<file path="src/rtl/axis_frame_demux_4_if.sv">
// ---------------------------------------------------------------------------
// axis_frame_demux_4_if
//
// Purpose: one AXI-Stream link (data, valid, ready, last, user) shared by the
// frame demultiplexer's input side and each of its four output ports.
//
// Signals:
//   tdata  [DATA_WIDTH-1:0]  beat data
//   tvalid                   beat valid (source -> sink)
//   tready                   beat accepted when tvalid & tready (sink -> source)
//   tlast                    last beat of a frame
//   tuser  [USER_WIDTH-1:0]  sideband carried with the beat
//
// Modports:
//   master  drives tdata/tvalid/tlast/tuser, receives tready
//   slave   receives tdata/tvalid/tlast/tuser, drives tready
// ---------------------------------------------------------------------------
interface axis_frame_demux_4_if #(
    parameter int DATA_WIDTH = 8,
    parameter int USER_WIDTH = 1
);
    logic [DATA_WIDTH-1:0] tdata;
    logic                  tvalid;
    logic                  tready;
    logic                  tlast;
    logic [USER_WIDTH-1:0] tuser;

    modport master (
        output tdata,
        output tvalid,
        output tlast,
        output tuser,
        input  tready
    );

    modport slave (
        input  tdata,
        input  tvalid,
        input  tlast,
        input  tuser,
        output tready
    );
endinterface

</file>
<file path="src/rtl/axis_frame_demux_4.sv">
// ---------------------------------------------------------------------------
// axis_frame_demux_4
//
// Purpose: frame-aware 1-to-4 AXI-Stream demultiplexer. A destination port
// (or a drop decision) is latched when a frame starts and every beat up to
// and including tlast is routed to that one port. Each output has a
// registered skid stage (output register + temp register), so src.tready is
// a register and no combinational ready path crosses the block.
//
// Ports:
//   clk      in   clock, all logic on the rising edge
//   rst      in   synchronous, active-high reset
//   src      in   AXI-Stream slave (input beats, tready driven here)
//   dst_0..3 out  AXI-Stream masters, one per output port
//   enable   in   permits a new frame to start; ignored mid-frame
//   drop     in   sampled at frame start: 1 = accept and discard the frame
//   select   in   destination port, sampled at frame start
//   busy     out  frame in progress
// ---------------------------------------------------------------------------
module axis_frame_demux_4 #(
    parameter int DATA_WIDTH  = 8,
    parameter int USER_ENABLE = 1,
    parameter int USER_WIDTH  = 1
) (
    input  logic                        clk,
    input  logic                        rst,
    axis_frame_demux_4_if.slave         src,
    axis_frame_demux_4_if.master        dst_0,
    axis_frame_demux_4_if.master        dst_1,
    axis_frame_demux_4_if.master        dst_2,
    axis_frame_demux_4_if.master        dst_3,
    input  logic                        enable,
    input  logic                        drop,
    input  logic [1:0]                  select,
    output logic                        busy
);

    localparam logic [0:0] STATE_IDLE   = 1'b0;
    localparam logic [0:0] STATE_ACTIVE = 1'b1;

    // Frame control state
    logic [0:0] frame_reg;
    logic [0:0] frame_next;
    logic [1:0] select_reg;
    logic [1:0] select_next;
    logic       drop_reg;
    logic       drop_next;
    logic       input_tready_reg;
    logic       input_tready_next;

    // Per-port skid handshake
    logic [3:0] out_tready;
    logic [3:0] input_valid_int;
    logic [3:0] ready_early;
    logic [3:0] ready_int_reg;

    // Input beat as seen by the skid stages
    logic [DATA_WIDTH-1:0] in_data;
    logic                  in_last;
    logic [USER_WIDTH-1:0] in_user;
    logic                  accept;

    // Output register stage and temp (skid) register per port
    logic [DATA_WIDTH-1:0] out_data_p1 [4];
    logic [USER_WIDTH-1:0] out_user_p1 [4];
    logic [3:0]            out_last_p1;
    logic [3:0]            out_vld_p1;
    logic [DATA_WIDTH-1:0] tmp_data_p1 [4];
    logic [USER_WIDTH-1:0] tmp_user_p1 [4];
    logic [3:0]            tmp_last_p1;
    logic [3:0]            tmp_vld_p1;

    logic [3:0] out_vld_next;
    logic [3:0] tmp_vld_next;
    logic [3:0] store_in_to_out;
    logic [3:0] store_in_to_tmp;
    logic [3:0] store_tmp_to_out;

    assign in_data = src.tdata;
    assign in_last = src.tlast;
    assign in_user = (USER_ENABLE != 0) ? src.tuser : '0;

    assign out_tready = {dst_3.tready, dst_2.tready, dst_1.tready, dst_0.tready};

    // src.tready is only ever high while a frame is active, so a handshake
    // implies an active frame.
    assign accept = src.tvalid & input_tready_reg;

    // ---- input stage: routing decision and frame control ----
    always_comb begin
        for (int n = 0; n < 4; n++) begin
            input_valid_int[n] = accept & !drop_reg & (select_reg == 2'(n));
            ready_early[n]     = out_tready[n]
                                 | (!tmp_vld_p1[n] & (!out_vld_p1[n] | !input_valid_int[n]));
        end
    end

    always_comb begin
        frame_next  = frame_reg;
        select_next = select_reg;
        drop_next   = drop_reg;

        case (frame_reg)
            STATE_IDLE: begin
                if (enable && src.tvalid) begin
                    frame_next  = STATE_ACTIVE;
                    select_next = select;
                    drop_next   = drop;
                end
            end
            STATE_ACTIVE: begin
                // Leaving through IDLE (never straight into a new frame)
                // guarantees at least one cycle between frames.
                if (accept && in_last) begin
                    frame_next = STATE_IDLE;
                end
            end
            default: begin
                frame_next = STATE_IDLE;
            end
        endcase

        // A drop frame never waits on an output port.
        input_tready_next = (frame_next == STATE_ACTIVE)
                            & (drop_next | ready_early[select_next]);
    end

    // ---- output stage: skid control per port ----
    // ready_int_reg[n] is the registered copy of ready_early[n]; for the
    // selected port it equals src.tready, so a beat only ever arrives at a
    // port whose stage promised room for it. The temp register is only
    // filled when ready is about to drop, so it is never valid while
    // ready_int_reg is high.
    always_comb begin
        out_vld_next     = out_vld_p1;
        tmp_vld_next     = tmp_vld_p1;
        store_in_to_out  = '0;
        store_in_to_tmp  = '0;
        store_tmp_to_out = '0;

        for (int n = 0; n < 4; n++) begin
            if (ready_int_reg[n]) begin
                if (out_tready[n] || !out_vld_p1[n]) begin
                    out_vld_next[n]    = input_valid_int[n];
                    store_in_to_out[n] = 1'b1;
                end else begin
                    tmp_vld_next[n]    = input_valid_int[n];
                    store_in_to_tmp[n] = 1'b1;
                end
            end else if (out_tready[n]) begin
                out_vld_next[n]     = tmp_vld_p1[n];
                tmp_vld_next[n]     = 1'b0;
                store_tmp_to_out[n] = 1'b1;
            end
        end
    end

    always_ff @(posedge clk) begin
        if (rst) begin
            frame_reg        <= STATE_IDLE;
            select_reg       <= 2'd0;
            drop_reg         <= 1'b0;
            input_tready_reg <= 1'b0;
            ready_int_reg    <= '0;
            out_vld_p1       <= '0;
            tmp_vld_p1       <= '0;
            out_last_p1      <= '0;
            tmp_last_p1      <= '0;
            for (int n = 0; n < 4; n++) begin
                out_data_p1[n] <= '0;
                out_user_p1[n] <= '0;
                tmp_data_p1[n] <= '0;
                tmp_user_p1[n] <= '0;
            end
        end else begin
            frame_reg        <= frame_next;
            select_reg       <= select_next;
            drop_reg         <= drop_next;
            input_tready_reg <= input_tready_next;
            ready_int_reg    <= ready_early;
            out_vld_p1       <= out_vld_next;
            tmp_vld_p1       <= tmp_vld_next;
            for (int n = 0; n < 4; n++) begin
                if (store_in_to_out[n] && input_valid_int[n]) begin
                    out_data_p1[n] <= in_data;
                    out_last_p1[n] <= in_last;
                    out_user_p1[n] <= in_user;
                end else if (store_tmp_to_out[n]) begin
                    out_data_p1[n] <= tmp_data_p1[n];
                    out_last_p1[n] <= tmp_last_p1[n];
                    out_user_p1[n] <= tmp_user_p1[n];
                end
                if (store_in_to_tmp[n] && input_valid_int[n]) begin
                    tmp_data_p1[n] <= in_data;
                    tmp_last_p1[n] <= in_last;
                    tmp_user_p1[n] <= in_user;
                end
            end
        end
    end

    assign src.tready = input_tready_reg;
    assign busy       = frame_reg[0];

    assign dst_0.tdata  = out_data_p1[0];
    assign dst_0.tvalid = out_vld_p1[0];
    assign dst_0.tlast  = out_last_p1[0];
    assign dst_0.tuser  = out_user_p1[0];

    assign dst_1.tdata  = out_data_p1[1];
    assign dst_1.tvalid = out_vld_p1[1];
    assign dst_1.tlast  = out_last_p1[1];
    assign dst_1.tuser  = out_user_p1[1];

    assign dst_2.tdata  = out_data_p1[2];
    assign dst_2.tvalid = out_vld_p1[2];
    assign dst_2.tlast  = out_last_p1[2];
    assign dst_2.tuser  = out_user_p1[2];

    assign dst_3.tdata  = out_data_p1[3];
    assign dst_3.tvalid = out_vld_p1[3];
    assign dst_3.tlast  = out_last_p1[3];
    assign dst_3.tuser  = out_user_p1[3];

endmodule

</file>
<file path="src/flat_wrapper.sv">
// flat-port wrapper written by rule: the top's interface ports become plain ports
module axis_frame_demux_4_flat 
#(
    parameter int DATA_WIDTH  = 8,
    parameter int USER_ENABLE = 1,
    parameter int USER_WIDTH  = 1
)
  (clk, rst, enable, drop, select, busy, src_tdata, src_tvalid, src_tlast, src_tuser, src_tready, dst_0_tdata, dst_0_tvalid, dst_0_tlast, dst_0_tuser, dst_0_tready, dst_1_tdata, dst_1_tvalid, dst_1_tlast, dst_1_tuser, dst_1_tready, dst_2_tdata, dst_2_tvalid, dst_2_tlast, dst_2_tuser, dst_2_tready, dst_3_tdata, dst_3_tvalid, dst_3_tlast, dst_3_tuser, dst_3_tready);
  axis_frame_demux_4_if #(.DATA_WIDTH(DATA_WIDTH), .USER_WIDTH(USER_WIDTH)) src_i ();
  axis_frame_demux_4_if #(.DATA_WIDTH(DATA_WIDTH), .USER_WIDTH(USER_WIDTH)) dst_0_i ();
  axis_frame_demux_4_if #(.DATA_WIDTH(DATA_WIDTH), .USER_WIDTH(USER_WIDTH)) dst_1_i ();
  axis_frame_demux_4_if #(.DATA_WIDTH(DATA_WIDTH), .USER_WIDTH(USER_WIDTH)) dst_2_i ();
  axis_frame_demux_4_if #(.DATA_WIDTH(DATA_WIDTH), .USER_WIDTH(USER_WIDTH)) dst_3_i ();
  input  logic clk;
  input  logic rst;
  input  logic enable;
  input  logic drop;
  input  logic [1:0] select;
  output logic busy;
  input wire logic [$bits(src_i.tdata)-1:0] src_tdata;
  input wire logic [$bits(src_i.tvalid)-1:0] src_tvalid;
  input wire logic [$bits(src_i.tlast)-1:0] src_tlast;
  input wire logic [$bits(src_i.tuser)-1:0] src_tuser;
  output wire logic [$bits(src_i.tready)-1:0] src_tready;
  output wire logic [$bits(dst_0_i.tdata)-1:0] dst_0_tdata;
  output wire logic [$bits(dst_0_i.tvalid)-1:0] dst_0_tvalid;
  output wire logic [$bits(dst_0_i.tlast)-1:0] dst_0_tlast;
  output wire logic [$bits(dst_0_i.tuser)-1:0] dst_0_tuser;
  input wire logic [$bits(dst_0_i.tready)-1:0] dst_0_tready;
  output wire logic [$bits(dst_1_i.tdata)-1:0] dst_1_tdata;
  output wire logic [$bits(dst_1_i.tvalid)-1:0] dst_1_tvalid;
  output wire logic [$bits(dst_1_i.tlast)-1:0] dst_1_tlast;
  output wire logic [$bits(dst_1_i.tuser)-1:0] dst_1_tuser;
  input wire logic [$bits(dst_1_i.tready)-1:0] dst_1_tready;
  output wire logic [$bits(dst_2_i.tdata)-1:0] dst_2_tdata;
  output wire logic [$bits(dst_2_i.tvalid)-1:0] dst_2_tvalid;
  output wire logic [$bits(dst_2_i.tlast)-1:0] dst_2_tlast;
  output wire logic [$bits(dst_2_i.tuser)-1:0] dst_2_tuser;
  input wire logic [$bits(dst_2_i.tready)-1:0] dst_2_tready;
  output wire logic [$bits(dst_3_i.tdata)-1:0] dst_3_tdata;
  output wire logic [$bits(dst_3_i.tvalid)-1:0] dst_3_tvalid;
  output wire logic [$bits(dst_3_i.tlast)-1:0] dst_3_tlast;
  output wire logic [$bits(dst_3_i.tuser)-1:0] dst_3_tuser;
  input wire logic [$bits(dst_3_i.tready)-1:0] dst_3_tready;
  assign src_i.tdata = src_tdata;
  assign src_i.tvalid = src_tvalid;
  assign src_i.tlast = src_tlast;
  assign src_i.tuser = src_tuser;
  assign src_tready = src_i.tready;
  assign dst_0_tdata = dst_0_i.tdata;
  assign dst_0_tvalid = dst_0_i.tvalid;
  assign dst_0_tlast = dst_0_i.tlast;
  assign dst_0_tuser = dst_0_i.tuser;
  assign dst_0_i.tready = dst_0_tready;
  assign dst_1_tdata = dst_1_i.tdata;
  assign dst_1_tvalid = dst_1_i.tvalid;
  assign dst_1_tlast = dst_1_i.tlast;
  assign dst_1_tuser = dst_1_i.tuser;
  assign dst_1_i.tready = dst_1_tready;
  assign dst_2_tdata = dst_2_i.tdata;
  assign dst_2_tvalid = dst_2_i.tvalid;
  assign dst_2_tlast = dst_2_i.tlast;
  assign dst_2_tuser = dst_2_i.tuser;
  assign dst_2_i.tready = dst_2_tready;
  assign dst_3_tdata = dst_3_i.tdata;
  assign dst_3_tvalid = dst_3_i.tvalid;
  assign dst_3_tlast = dst_3_i.tlast;
  assign dst_3_tuser = dst_3_i.tuser;
  assign dst_3_i.tready = dst_3_tready;
  axis_frame_demux_4 #(.DATA_WIDTH(DATA_WIDTH), .USER_ENABLE(USER_ENABLE), .USER_WIDTH(USER_WIDTH)) u_core (.clk(clk), .rst(rst), .src(src_i), .dst_0(dst_0_i), .dst_1(dst_1_i), .dst_2(dst_2_i), .dst_3(dst_3_i), .enable(enable), .drop(drop), .select(select), .busy(busy));
endmodule
</file>
<file path="config.mk">
export PLATFORM = sky130hd
export DESIGN_NAME = axis_frame_demux_4_flat
export DESIGN_NICKNAME = d
export VERILOG_FILES = /design/src/rtl/axis_frame_demux_4_if.sv /design/src/rtl/axis_frame_demux_4.sv /design/src/flat_wrapper.sv
export SDC_FILE = /design/constraint.sdc
export NUM_CORES = 1
export LEC_CHECK = 0
export ABC_AREA = 1
export CAP_MARGIN = 20
export CORE_MARGIN = 2
export CORE_UTILIZATION = 55
export DETAILED_ROUTE_END_ITERATION = 6
export DONT_BUFFER_PORTS = 1
export GPL_TIMING_DRIVEN = 0
export PLACE_DENSITY = 0.74
export SETUP_SLACK_MARGIN = 0.15
export SYNTH_ARGS = -nofsm -noshare
export SYNTH_HDL_FRONTEND = slang
export SYNTH_SLANG_ARGS = --single-unit
export TNS_END_PERCENT = 5
</file>
<file path="constraint.sdc">
create_clock -name clk -period 1.7 [get_ports clk]
set_input_delay 0.34 -clock clk [delete_from_list [all_inputs] [get_ports clk]]
set_output_delay 0.34 -clock clk [all_outputs]
set_load 0.005 [all_outputs]
</file>
# == Word-level counts from Yosys, hierarchy flattened ==
# Memory sizes are Yosys's and may differ from the RTL's.
# Cells that the tools add are included.
# W data, S select, Z words.
# classes
n_bitwise,45
n_lt_le_gt_ge,1
reduce_logical,44
n_eq_ne,11
muxes,131
# ops
cell,n
$mux W1,115
$mux W8,12
$or A1 B1 Y1,33
$ne A2 B2 Y1 const B,8
$reduce_and A2 Y1,8
$reduce_bool A2 Y1,8
$logic_not A1 Y1,13
$and A1 B1 Y1,11
$logic_and A1 B1 Y1,10
$eq A2 B2 Y1 const B,2
$logic_or A1 B1 Y1,4
$mux W2,2
$lt A2 B3 Y1 const B,1
$bmux W1 S2,1
$eq A2 B1 Y1 const B,1
$logic_not A2 Y1,1
$pmux W1 S2,1
$not A1 Y1,1
# word_totals
inputBits,21
elab_cells,257
mem_bits_rw,72
out_inout_bits,46
register_bits,25
mem_count,4
# memory_table
memory,depth,word_bits,rd,rd_clocked_by_memory_dff,write_ports,line,text
u_core.out_data_p1,4,8,4,0,4,axis_frame_demux_4.sv:64,logic [DATA_WIDTH-1:0] out_data_p1 [4];
u_core.tmp_data_p1,4,8,4,0,4,axis_frame_demux_4.sv:68,logic [DATA_WIDTH-1:0] tmp_data_p1 [4];
u_core.out_user_p1,4,1,4,0,4,axis_frame_demux_4.sv:65,logic [USER_WIDTH-1:0] out_user_p1 [4];
u_core.tmp_user_p1,4,1,4,0,4,axis_frame_demux_4.sv:69,logic [USER_WIDTH-1:0] tmp_user_p1 [4];

# == Logic depth before layout (Yosys ltp) ==
# depth
word_depth,11
ltp_mapped,10

# == Worst setup path after synthesis ==
# OpenSTA, ideal clock, no wires.
# synth_path
path_type,flip-flop to flip-flop
startpoint,register u_core.input_tready_reg (netlist: u_core.src.tready)
endpoint,memory u_core.out_data_p1[1][0] (enable)
arrival_ns,1.197
path_slack_ns,0.169
path_stages_with_launch,7
setup_time_ns,0.334
period_less_slack_ns,1.531
n_path_buf,0
cell_sequence,dfxtp_1 nand2_2 nor2_4 nand3_2 nor2_2 o21ai_2 nand2_1
# synth_rtl
element,line,text
start: declaration,axis_frame_demux_4.sv:48,logic input_tready_reg;
start signal: assignment,axis_frame_demux_4.sv:179,input_tready_reg <= input_tready_next;
end: declaration,axis_frame_demux_4.sv:64,

==> impl_metrics.yaml <==
yosys:
  synth_common_cells: "nand2_1 (84), edfxtp_1 (72), nand3_1 (55), nor2_1 (50), inv_1 (36)"
  synth.avg_cell_area_um2: 9.89
  syn_nets: 441
  yosysUniqueCellTypes: 23
  syn_area_mm2: 0.00415
  synth_top_cell_area_share_pct: 52.1
  netlist_instances: 420
  ys_ff_latch: 97
  async_flop_share_pct: 0
  synth_edf_count: 72
  ys_seq_area_share_pct: 64.1
  synthFlopType: "edfxtp_1"
  synth_most_common_cell: "nand2_1"
  yosysWarnings: 0
  yosys.area.top_type: "edfxtp_1"
  synthTopCellsByArea: "edfxtp_1 (52%), dfxtp_1 (12%), nand2_1 (7.6%), nand3_1 (6.6%), nor2_1 (4.5%)"
power_and_ir_drop:
  p_leak_nw: 1.77
  peakVddDrop_mv: 0.486
  finalPower_mw: 4.42
  p_per_area_mw_per_mm2: 956
sta:
  final.period_utilization_pct: 91.1
  finalSetupTns_ns: 0
  fin_skew_ns: 0.0128
  hold_viol_final: 0
  layout_min_cycle_time_ns: 1.55
  max_freq_mhz: 646
  rsz0062_at_grt: "true"
  drv_slew: 0
  slew_headroom_pct: 68.2
  finalSetupViolations: 0
  final.setup.worst_slack_ns: 0.151
  worstMarginPinSlew_ns: 0.477
critical_path:
  cp-end-kind: "flip-flop"
  max_stage_delay_ns: 0.36
  cp_common_cell: "nor2_4"
  worstPathBufferInverterCount: 0
  critPathLaunchType: "flip-flop"
  cp_slowest_cell: "dfxtp_2"
  cpLargestDelayFamily: "simple AND/OR/NAND/NOR gates"
  critPathKind: "flip-flop to flip-flop"
  cp_max_fo: 11
  cp.arrival_ns: 1.64
  worstPathRequired_ns: 1.79
  worstPathCellList: "nand2_2 > nor2_4 > nand3_4 > nor2_4 > o21ai_4 > nand2_4"
finish:
  nFillCells: 604
  antenna_cells: 0
  final_nets: 457
  reg_top3: "u_core.out_data_p1: 32 flops, u_core.tmp_data_p1: 32 flops"
  area_growth_pct: 11.2
  final_core_util_pct: 63.3
  layout-drive-gt1-share_pct: 15.4
status:
  status: "finished, final reports clean"
clocking:
  cts_tree: "done"
  clkTransAtPathRegs_ns: 0.10
  cts.sinks: 97
  clk_path_buf_depth: 2
  clkLatencyLatePin_ns: 0.37
  cts_root_buf: "clkbuf_8"
  h-tree-depth: 3
  numCtsBuffers: 9
floorplanning:
  die_h_um: 90.9
  core.rowCount: 31
  core_mm2: 0.00729
  fp.dieArea_mm2: 0.00826
  io_pins: 67
  dieWidth_um: 90.9
  initial_core_util_pct: 56.9
global_routing:
  overflow: 0
  grt_usage_pct: 21.2
  grt_antenna_before_repair: 0
  grt_pass1_wl_mm: 13.7
  grt_pass1_vias: 2859
  grt_max_degree: 20
place:
  gp_congestion: 0.844
  dpl.hpwl_mm: 6.11
  port_buffers: 0
  dp_slack_ns: -0.155
route:
  route.detailed.drc: 0
  firstDrtPassIters: 5
  viasPerCell: 5.47
  wl_per_cell_um: 15.7
  postRouteAntennaNets: 0
  vias: 2952
  drt_wl_total_mm: 8.50
  drt_iter0_drc: 289
hold_path:
  hold_path.class: "input pin to flip-flop"
flow_run:
  drv_cap: 0
-- cell usage in the layout, fill, tap and decap left out, types with 6 or more instances in the layout --
master and instances:
nor2_2 11, inv_1 36, o21ai_0 21, edfxtp_1 72, nand2_2 6, dfxtp_1 24
nand2_1 76, nor2_1 47, buf_2 7, a21oi_1 30, clkbuf_8 9, nand3_1 55
-- layout make-up --
cell class	count	area (µm²)	share of cell area, %
repair buffers	3	22.5	0.488
inverters	37	139	3.01
well taps	99	124	2.68
clock buffers	9	124	2.68
clock inverters	7	67.6	1.46
flip-flops and latches	97	2660	57.7
multi-input cells	272	1380	29.9
plain buffers	16	98.8	2.14
-- logic make-up after synthesis --
kind of cell	after synthesis	share of synthesized area [%]
simple gates	208	22.3
buf+inv	53	5.66
flops	97	64.1
compound gates	62	7.95
-- timing repair --
item | in CTS | in global routing
hold buffers | 0 | 0
setup buffers | 1 | 2
gates cloned | 0 | 2
gates resized for setup | 9 | 18
setup endpoints to repair | 63 | 101
pin swaps | 0 | 5
-- worst reg2reg max path, delay by kind of cell (launching register included) --
| kind | cells | cell delay (ns) |
|---|---|---|
| AND/OR/NAND/NOR | 5 | 0.78 |
| flip-flops | 1 | 0.36 |
| AO/OA/AOI/OAI | 1 | 0.14 |
-- report_power, final --
part	internal [mW]	total (mW)	switching, mW
Clock	0.575	1.45	0.874
Combinational	0.0712	0.275	0.203
Sequential	2.64	2.69	0.0549
-- path summary, 6_finish.rpt --
path                                                    startpoint                                     end  slack, ns  cells past startpoint
worst max register to register        u_core.src.tready$_SDFF_PP0_  u_core.out_data_p1[1][1]$_SDFFCE_PN0P_       0.15                      6
worst max-delay path                  u_core.src.tready$_SDFF_PP0_  u_core.out_data_p1[1][1]$_SDFFCE_PN0P_       0.15                      6
worst min register to register  u_core.tmp_last_p1[3]$_SDFFE_PP0N_      u_core.tmp_last_p1[3]$_SDFFE_PP0N_       0.49                      2
worst min-delay path                                     select[0]         u_core.select_reg[0]$_SDFF_PP0_       0.17                      2
-- routing by layer --
metal	track usage (%)	vias up	routed length (µm)
met5	0	-	0
met4	10.9	0	289
met3	5.01	25	475
met2	34.7	99	4130
met1	26.3	1370	3610
li1	-	1458	-
-- through the flow --
stage	hold slack [ns]	area (µm²)	std cells
final	0.175	4620	540
after global routing	0.204	4620	540
after CTS	0.163	4510	536
after detailed placement	0.471	4280	519
after global placement	0.465	4280	519
after floorplan	0.452	4150	420
Note: power is estimated with default switching activity, not from simulation.
